**src/rtl/mini_alu_pkg.sv**
```systemverilog
// Shared opcode encoding and word-size constants for the mini-SRC ALU.
// The optional divider is enabled by defining MINI_ALU_DIV_EN.
package mini_alu_pkg;

  localparam int WORD_W = 32;

  typedef enum logic [4:0] {
    OP_ADD   = 5'b00000,
    OP_SUB   = 5'b00001,
    OP_AND   = 5'b00010,
    OP_OR    = 5'b00011,
    OP_SHR   = 5'b00100,
    OP_SHRA  = 5'b00101,
    OP_SHL   = 5'b00110,
    OP_ROR   = 5'b00111,
    OP_ROL   = 5'b01000,
    OP_MUL   = 5'b01001,
    OP_DIV   = 5'b01010,
    OP_NEG   = 5'b01011,
    OP_NOT   = 5'b01100,
    OP_PASSA = 5'b01101,
    OP_PASSB = 5'b01110
  } alu_op_e;

  localparam logic [2*WORD_W-1:0] RESULT_RESERVED = 64'h0;

endpackage

```
**src/rtl/mini_alu_divider.sv**
```systemverilog
// Combinational signed divider: quotient truncates toward zero, remainder follows
// the dividend's sign; divide-by-zero and the most-negative/-1 overflow are pinned.
module mini_alu_divider
  import mini_alu_pkg::*;
#(
  parameter int WIDTH = WORD_W
) (
  input  logic [WIDTH-1:0] dividend,
  input  logic [WIDTH-1:0] divisor,
  output logic [WIDTH-1:0] quotient,
  output logic [WIDTH-1:0] remainder
);

  localparam logic [WIDTH-1:0] MOST_NEG = {1'b1, {(WIDTH-1){1'b0}}};

  logic             neg_a_s;
  logic             neg_b_s;
  logic [WIDTH-1:0] mag_a_s;
  logic [WIDTH-1:0] mag_b_s;
  logic [WIDTH:0]   part_rem_s;
  logic [WIDTH-1:0] quo_mag_s;
  logic [WIDTH-1:0] rem_mag_s;

  // Operand magnitudes; the most negative value maps to 2^(WIDTH-1) unsigned
  always_comb begin
    neg_a_s = dividend[WIDTH-1];
    neg_b_s = divisor[WIDTH-1];
    if (neg_a_s) begin
      mag_a_s = -dividend;
    end else begin
      mag_a_s = dividend;
    end
    if (neg_b_s) begin
      mag_b_s = -divisor;
    end else begin
      mag_b_s = divisor;
    end
  end

  // Restoring division on magnitudes, one quotient bit per unrolled step
  always_comb begin
    part_rem_s = '0;
    quo_mag_s  = '0;
    for (int i = WIDTH - 1; i >= 0; i--) begin
      part_rem_s = {part_rem_s[WIDTH-1:0], mag_a_s[i]};
      if (part_rem_s >= {1'b0, mag_b_s}) begin
        part_rem_s   = part_rem_s - {1'b0, mag_b_s};
        quo_mag_s[i] = 1'b1;
      end else begin
        quo_mag_s[i] = 1'b0;
      end
    end
    rem_mag_s = part_rem_s[WIDTH-1:0];
  end

  // Sign restoration plus the two pinned corner cases
  always_comb begin
    if (divisor == '0) begin
      quotient  = '1;
      remainder = dividend;
    end else if ((dividend == MOST_NEG) && (divisor == '1)) begin
      quotient  = MOST_NEG;
      remainder = '0;
    end else begin
      if (neg_a_s ^ neg_b_s) begin
        quotient = -quo_mag_s;
      end else begin
        quotient = quo_mag_s;
      end
      if (neg_a_s) begin
        remainder = -rem_mag_s;
      end else begin
        remainder = rem_mag_s;
      end
    end
  end

endmodule

```
**src/rtl/mini_alu.sv**
```systemverilog
// mini-SRC ALU: one combinational operation selected by Control, captured in reg_C.
// Define MINI_ALU_DIV_EN to build the signed divider; otherwise DIV is reserved.
module mini_alu
  import mini_alu_pkg::*;
#(
  parameter int WIDTH = WORD_W
) (
  input  logic               Clock,
  input  logic               Clear,
  input  logic [4:0]         Control,
  input  logic [WIDTH-1:0]   reg_A,
  input  logic [WIDTH-1:0]   reg_B,
  output logic [2*WIDTH-1:0] reg_C
);

  localparam int SHAMT_W = $clog2(WIDTH);

  function automatic logic [2*WIDTH-1:0] zext(input logic [WIDTH-1:0] v);
    return {{WIDTH{1'b0}}, v};
  endfunction

  logic [SHAMT_W-1:0] amt_s;
  logic [WIDTH-1:0]   sra_s;
  logic [2*WIDTH-1:0] dbl_s;
  logic [2*WIDTH-1:0] ror_full_s;
  logic [2*WIDTH-1:0] rol_full_s;
  logic [2*WIDTH-1:0] prod_s;
  logic [2*WIDTH-1:0] result_s;

`ifdef MINI_ALU_DIV_EN
  logic [WIDTH-1:0] quo_s;
  logic [WIDTH-1:0] rem_s;

  mini_alu_divider #(
    .WIDTH     (WIDTH)
  ) u_divider (
    .dividend  (reg_A),
    .divisor   (reg_B),
    .quotient  (quo_s),
    .remainder (rem_s)
  );
`endif

  // Shared shift/rotate/multiply terms; rotates read a window of A concatenated with itself
  always_comb begin
    amt_s      = reg_B[SHAMT_W-1:0];
    sra_s      = $signed(reg_A) >>> amt_s;
    dbl_s      = {reg_A, reg_A};
    ror_full_s = dbl_s >> amt_s;
    rol_full_s = dbl_s << amt_s;
    prod_s     = $signed({{WIDTH{reg_A[WIDTH-1]}}, reg_A})
               * $signed({{WIDTH{reg_B[WIDTH-1]}}, reg_B});
  end

  // Operation select; single-word results are zero-extended into the high half
  always_comb begin
    result_s = (2*WIDTH)'(RESULT_RESERVED);
    case (Control)
      OP_ADD:   result_s = zext(reg_A + reg_B);
      OP_SUB:   result_s = zext(reg_A - reg_B);
      OP_AND:   result_s = zext(reg_A & reg_B);
      OP_OR:    result_s = zext(reg_A | reg_B);
      OP_SHR:   result_s = zext(reg_A >> amt_s);
      OP_SHRA:  result_s = zext(sra_s);
      OP_SHL:   result_s = zext(reg_A << amt_s);
      OP_ROR:   result_s = zext(ror_full_s[WIDTH-1:0]);
      OP_ROL:   result_s = zext(rol_full_s[2*WIDTH-1:WIDTH]);
      OP_MUL:   result_s = prod_s;
`ifdef MINI_ALU_DIV_EN
      OP_DIV:   result_s = {rem_s, quo_s};
`else
      OP_DIV:   result_s = (2*WIDTH)'(RESULT_RESERVED);
`endif
      OP_NEG:   result_s = zext(-reg_A);
      OP_NOT:   result_s = zext(~reg_A);
      OP_PASSA: result_s = zext(reg_A);
      OP_PASSB: result_s = zext(reg_B);
      default:  result_s = (2*WIDTH)'(RESULT_RESERVED);
    endcase
  end

  // Result register; Clear low forces zero ahead of any operation
  always_ff @(posedge Clock) begin
    if (!Clear) begin
      reg_C <= '0;
    end else begin
      reg_C <= result_s;
    end
  end

endmodule

```
**config.mk**
```make
export PLATFORM = sky130hd
export DESIGN_NAME = mini_alu
export DESIGN_NICKNAME = d
export VERILOG_FILES = /design/src/rtl/mini_alu_pkg.sv /design/src/rtl/mini_alu_divider.sv /design/src/rtl/mini_alu.sv
export SDC_FILE = /design/constraint.sdc
export NUM_CORES = 2
export LEC_CHECK = 0
export ABC_AREA = 1
export BUFFER_PORTS_ARGS = -buffer_cell sky130_fd_sc_hd__buf_2
export CAP_MARGIN = 20
export CELL_PAD_IN_SITES_DETAIL_PLACEMENT = 1
export CELL_PAD_IN_SITES_GLOBAL_PLACEMENT = 2
export CORE_MARGIN = 1
export CORE_UTILIZATION = 38
export DETAILED_ROUTE_END_ITERATION = 12
export MAX_ROUTING_LAYER = met4
export PLACE_DENSITY_LB_ADDON = 0.15
export RECOVER_POWER = 100
export SYNTH_ARGS = -nofsm -noshare
export SYNTH_HDL_FRONTEND = slang
export SYNTH_SLANG_ARGS = --single-unit
```
**constraint.sdc**
```tcl
create_clock -name Clock -period 9.6 [get_ports Clock]
set_input_delay 0 -clock Clock [delete_from_list [all_inputs] [get_ports Clock]]
set_output_delay 0 -clock Clock [all_outputs]
set_load 0.02 [all_outputs]
```
# After elaboration in Yosys (flattened, before gate mapping)

Index checks and enable logic that the tools add are counted.

Input bits: 71
Word-level logic and storage cells: 28
Output and inout bits: 64
Register bits: 64

Eq/ne operators: 13
Shift-type cells: 5
Add/subtract/negate cells: 3
Mux-type cells: 1
Reduce and logical (&&, ||, !) cells: 1
$mul: 1
Bitwise logic cells: 3

Operator list:

| operator                                                        | count |
|---|---|
| 64-bit one-hot mux with 14 select lines                         | 1 |
| 32-bit by 32-bit multiplier with 64-bit output                  | 1 |
| 64-bit by 5-bit << shifter with 64-bit output                   | 1 |
| 64-bit by 5-bit right shift with 32-bit output                  | 1 |
| 32-bit adder                                                    | 1 |
| 32-bit bitwise AND                                              | 1 |
| 32-bit negation                                                 | 1 |
| 32-bit inverter                                                 | 1 |
| 32-bit bitwise OR                                               | 1 |
| 32-bit by 5-bit << shifter with 32-bit output                   | 1 |
| 32-bit by 5-bit right shift with 32-bit output                  | 1 |
| 32-bit by 5-bit >>> shifter with 32-bit output                  | 1 |
| 32-bit subtractor                                               | 1 |
| 5-bit by 4-bit == test with 1-bit output, second input constant | 6 |
| 5-bit by 3-bit == test with 1-bit output, second input constant | 4 |
| 5-bit by 2-bit == test with 1-bit output, second input constant | 2 |
| 5-bit by 1-bit == test with 1-bit output, second input constant | 1 |
| 5-bit zero test                                                 | 1 |

# Longest topological paths before layout

Word-level depth: 2
Mapped depth: 35
Gate-level depth less buffers: 32

# Least setup slack after synthesis

Ideal clock, no wire load.

Path type: input to register
From: input reg_A[31]
To: register reg_C[54]
Slack: 2338 ps
Cell stages on the path: 30
Required time: 9487 ps
Path buffers: 3
Arrival: 7149 ps
Path through: clkbuf_1 > clkbuf_1 > buf_1 > nand2_1 > inv_1 > fa_1 > inv_1 > fa_1 > inv_1 > fa_1 > fa_1 > inv_1 > fa_1 > inv_1 > fa_1 > inv_1 > fa_1 > inv_1 > fa_1 > ha_1 > nand2_1 > nand2_1 > a31oi_1 > o21ai_0 > a21oi_1 > nand3_1 > a21oi_1 > nand2_1 > nand2_1 > nor2_1

Longest elaborated chain between the ends: 2

Ends and longest elaborated chain:

| what                                           | line           | text |
|---|---|---|
| start: declaration                             | mini_alu.sv:11 | `input logic [WIDTH-1:0] reg_A,` |
| 32-bit by 32-bit multiplier with 64-bit output | mini_alu.sv:52 | `* $signed({{WIDTH{reg_B[WIDTH-1]}}, reg_B});` |
| 64-bit one-hot mux with 14 select lines        | mini_alu.sv:58 | `case (Control)` |
| end signal: assignment                         | mini_alu.sv:87 | `reg_C <= result_s;` |
| end: declaration                               | mini_alu.sv:13 | `output logic [2*WIDTH-1:0] reg_C` |

No other way between the ends.
A chain may end at the register's enable or synchronous reset.

# Final worst setup path

From: input reg_A[15]
To: register reg_C[62]

Same word-level chain as after synthesis.

==> results.cfg <==
[setup_path]
start_kind = primary input
path_delay_family = adder cells
path_class = in -> reg
cpPeakStageDelay_ns = 1.60
cp-end-kind = flop
arrival_ns = 9.44
worst_path_max_delay_cell = clkbuf_1
critPathRequiredTime_ns = 9.90
worst_path_most_repeated_cell = fa_1
path_buf_inv = 4
crit_fanout = 22
path_cells = clkbuf_1, buf_4, buf_4, nor2_1, fa_1, fa_1, fa_1, fa_1, fa_1, fa_1, fa_1, fa_1, ha_1, nand2_1, nor2_1, inv_1, nor3_1, nand3_1, nand2_1, nand2_1, a21oi_1

[placement]
gp_congestion = 1.053
io_buffers = 134
post_dp_cell_area_sq_um = 52880
dpl.cell_count = 8982
dp_hpwl_mm = 211.9

[drt]
drtIter0Drc = 4483
dr.pass1.iters = 5
m1WireLength_mm = 109.0
wl_mm = 249.5
vias = 48124
drc_errors = 0
detail-route-antenna-nets = 0
top_layer = met4
vias_per_cell = 5.337
wl_met3_mm = 18.21
routedWlPerCell_um = 27.67
dr_wl_met2_mm = 109.8

[cells_and_area]
syn_to_final_growth_pct = 5.783
fin_area_sq_um = 53120
layout-drive-gt1-share = 0.03907
top_regs = reg_C: 64 flops
finalNetCount = 8612
regMostFlops = reg_C
largest_reg_flops = 64
final_cells = 9017

[yosys]
synthArstFlopShare = 0
yosys_register_bits = 64
yosysWarnings = 0
avgSynthCellArea_sq_um = 6.884
syn-cell-area_sq_um = 50220
ys.flop_type = dfxtp_1
syn_nets = 8669
yosysSeqAreaShare = 0.02551
synth_edf_count = 0
synthDistinctLibCells = 45
syn_inst = 7295

[floorplanning]
fp.coreArea_sq_um = 131300
initial_core_util = 0.3825
die_h_um = 365.5
die-area_sq_um = 133600
io_pins = 135
die_x_um = 365.5
core.rowCount = 133

[run_status]
violations = capacitance limit, slew limit
outcome = complete, but fails checks

[clock_network]
cts_setup_buffers = 0
clk_pin_slew_ns = 0.07
numCtsBuffers = 9
cts-resized-gates = 0
cts_tree = yes
clock_sinks = 64
h-tree-depth = 3
cts_hold_buf = 0
clock-root-buffer = clkbuf_16
cts_buffer_depth = 2

[timing]
drv_slew = 23
min_period_over_period = 0.9519
rsz0062_at_grt = no
hold-worst-slack_ns = 0.1127
setup_viol = 0
tightest_slew_ns = 2.389
setup-tns-final_ns = 0
period_minus_slack_ns = 9.138
slew_headroom = -0.5925
timing_hold_violations_final = 0
fmax_mhz = 109.4

[flow_run]
max_cap_viol_count = 1

[grt]
grt_usage = 0.3882
overflow = 0
grt_pass1_vias = 50319
grt_first_pass_wirelength_mm = 357.0
antenna_found_initial = 29
grt_start_max_net_pins = 75

[worst_hold_path]
hp-class = in -> reg
==> cell families after synthesis <==
group / Yosys count / share of synthesized area
and+or+nand+nor: 3152 / 0.2558
buffers and inverters: 2233 / 0.1691
adders and majority gates: 1303 / 0.4866
AOI/OAI and AO/OA: 487 / 0.05330
DFF: 64 / 0.02551
xor gates and xnor gates: 56 / 0.009767
==> Yosys cell counts, types with 3 or more instances <==
cell	instances	area share
nand2_1	2116	0.16
inv_1	1863	0.14
fa_1	1083	0.43
nand3_1	510	0.051
nor2_1	382	0.029
ha_1	220	0.055
a21oi_1	184	0.018
o21ai_0	173	0.017
clkbuf_1	169	0.013
buf_1	123	0.0092
dfxtp_1	64	0.026
buf_2	57	0.0057
nand4_1	49	0.0061
xor2_1	41	0.0072
nor3_1	38	0.0038
o21ai_1	25	0.0025
o21bai_1	22	0.0033
nand3b_1	20	0.0030
o211ai_1	19	0.0028
o22ai_1	18	0.0022
nor2_2	16	0.0020
xnor2_1	15	0.0026
a21o_1	14	0.0021
a31oi_1	14	0.0017
inv_2	11	0.00082
or2_2	6	0.00075
o31ai_1	5	0.00075
a21boi_0	4	0.00060
buf_4	4	0.00060
nor2_4	4	0.00090
buf_6	3	0.00067
clkinv_1	3	0.00022
nand3_2	3	0.00060
o21a_1	3	0.00045
==> per-stage QoR <==
step	setup WS, ns	util
after floorplan	2.338	-
after global placement	0.4275	0.4027
after detailed placement	0.3231	0.4028
after CTS	0.7282	0.4050
after global routing	0.2881	0.4044
final	0.4616	0.4046
==> area by class of cell <==
type                            count  area (sq um)
Fill cell                       16927         78180
Multi-Input combinational cell   4998         40450
Inverter                         1877          7046
Tap cell                         1755          2196
Timing Repair Buffer              288          1812
Sequential cell                    64          1281
Clock buffer                       10         229.0
Clock inverter                      6         60.06
Antenna cell                       19         47.55
==> placed cells by master (no fill, tap or decap), types with 20 or more instances in the layout <==
cell	count
clkbuf_1	71
nand2_1	2116
dfxtp_1	64
ha_1	220
nand4_1	49
xor2_1	41
buf_4	147
nand3_1	510
nor3_1	38
inv_1	1861
fa_1	1083
nor2_1	380
buf_2	64
a21oi_1	184
o21bai_1	22
nand3b_1	20
o21ai_0	181
==> final timing paths <==
path,startpoint,end,depth (start not counted)
worst max-delay path,reg_A[15],reg_C[62]$_SDFF_PN0_,21
worst min-delay path,Clear,reg_C[30]$_SDFF_PN0_,3
==> tightest hold or removal path, delay by kind of cell <==
family | cells | cell delay, ns
buffers and inverters | 2 | 0.32
and+or+nand+nor | 1 | 0.14
==> metal layers <==
| metal | up-vias | GRT usage |
|---|---|---|
| li1 | 21100 | - |
| met1 | 24855 | 0.5236 |
| met2 | 1789 | 0.5790 |
| met3 | 380 | 0.06112 |
| met4 | 0 | 0.1608 |
| met5 | - | - |
Power is left out: the tool's default activity adds up to more than one toggle a clock period on the data nets, which glitch-free logic cannot reach.
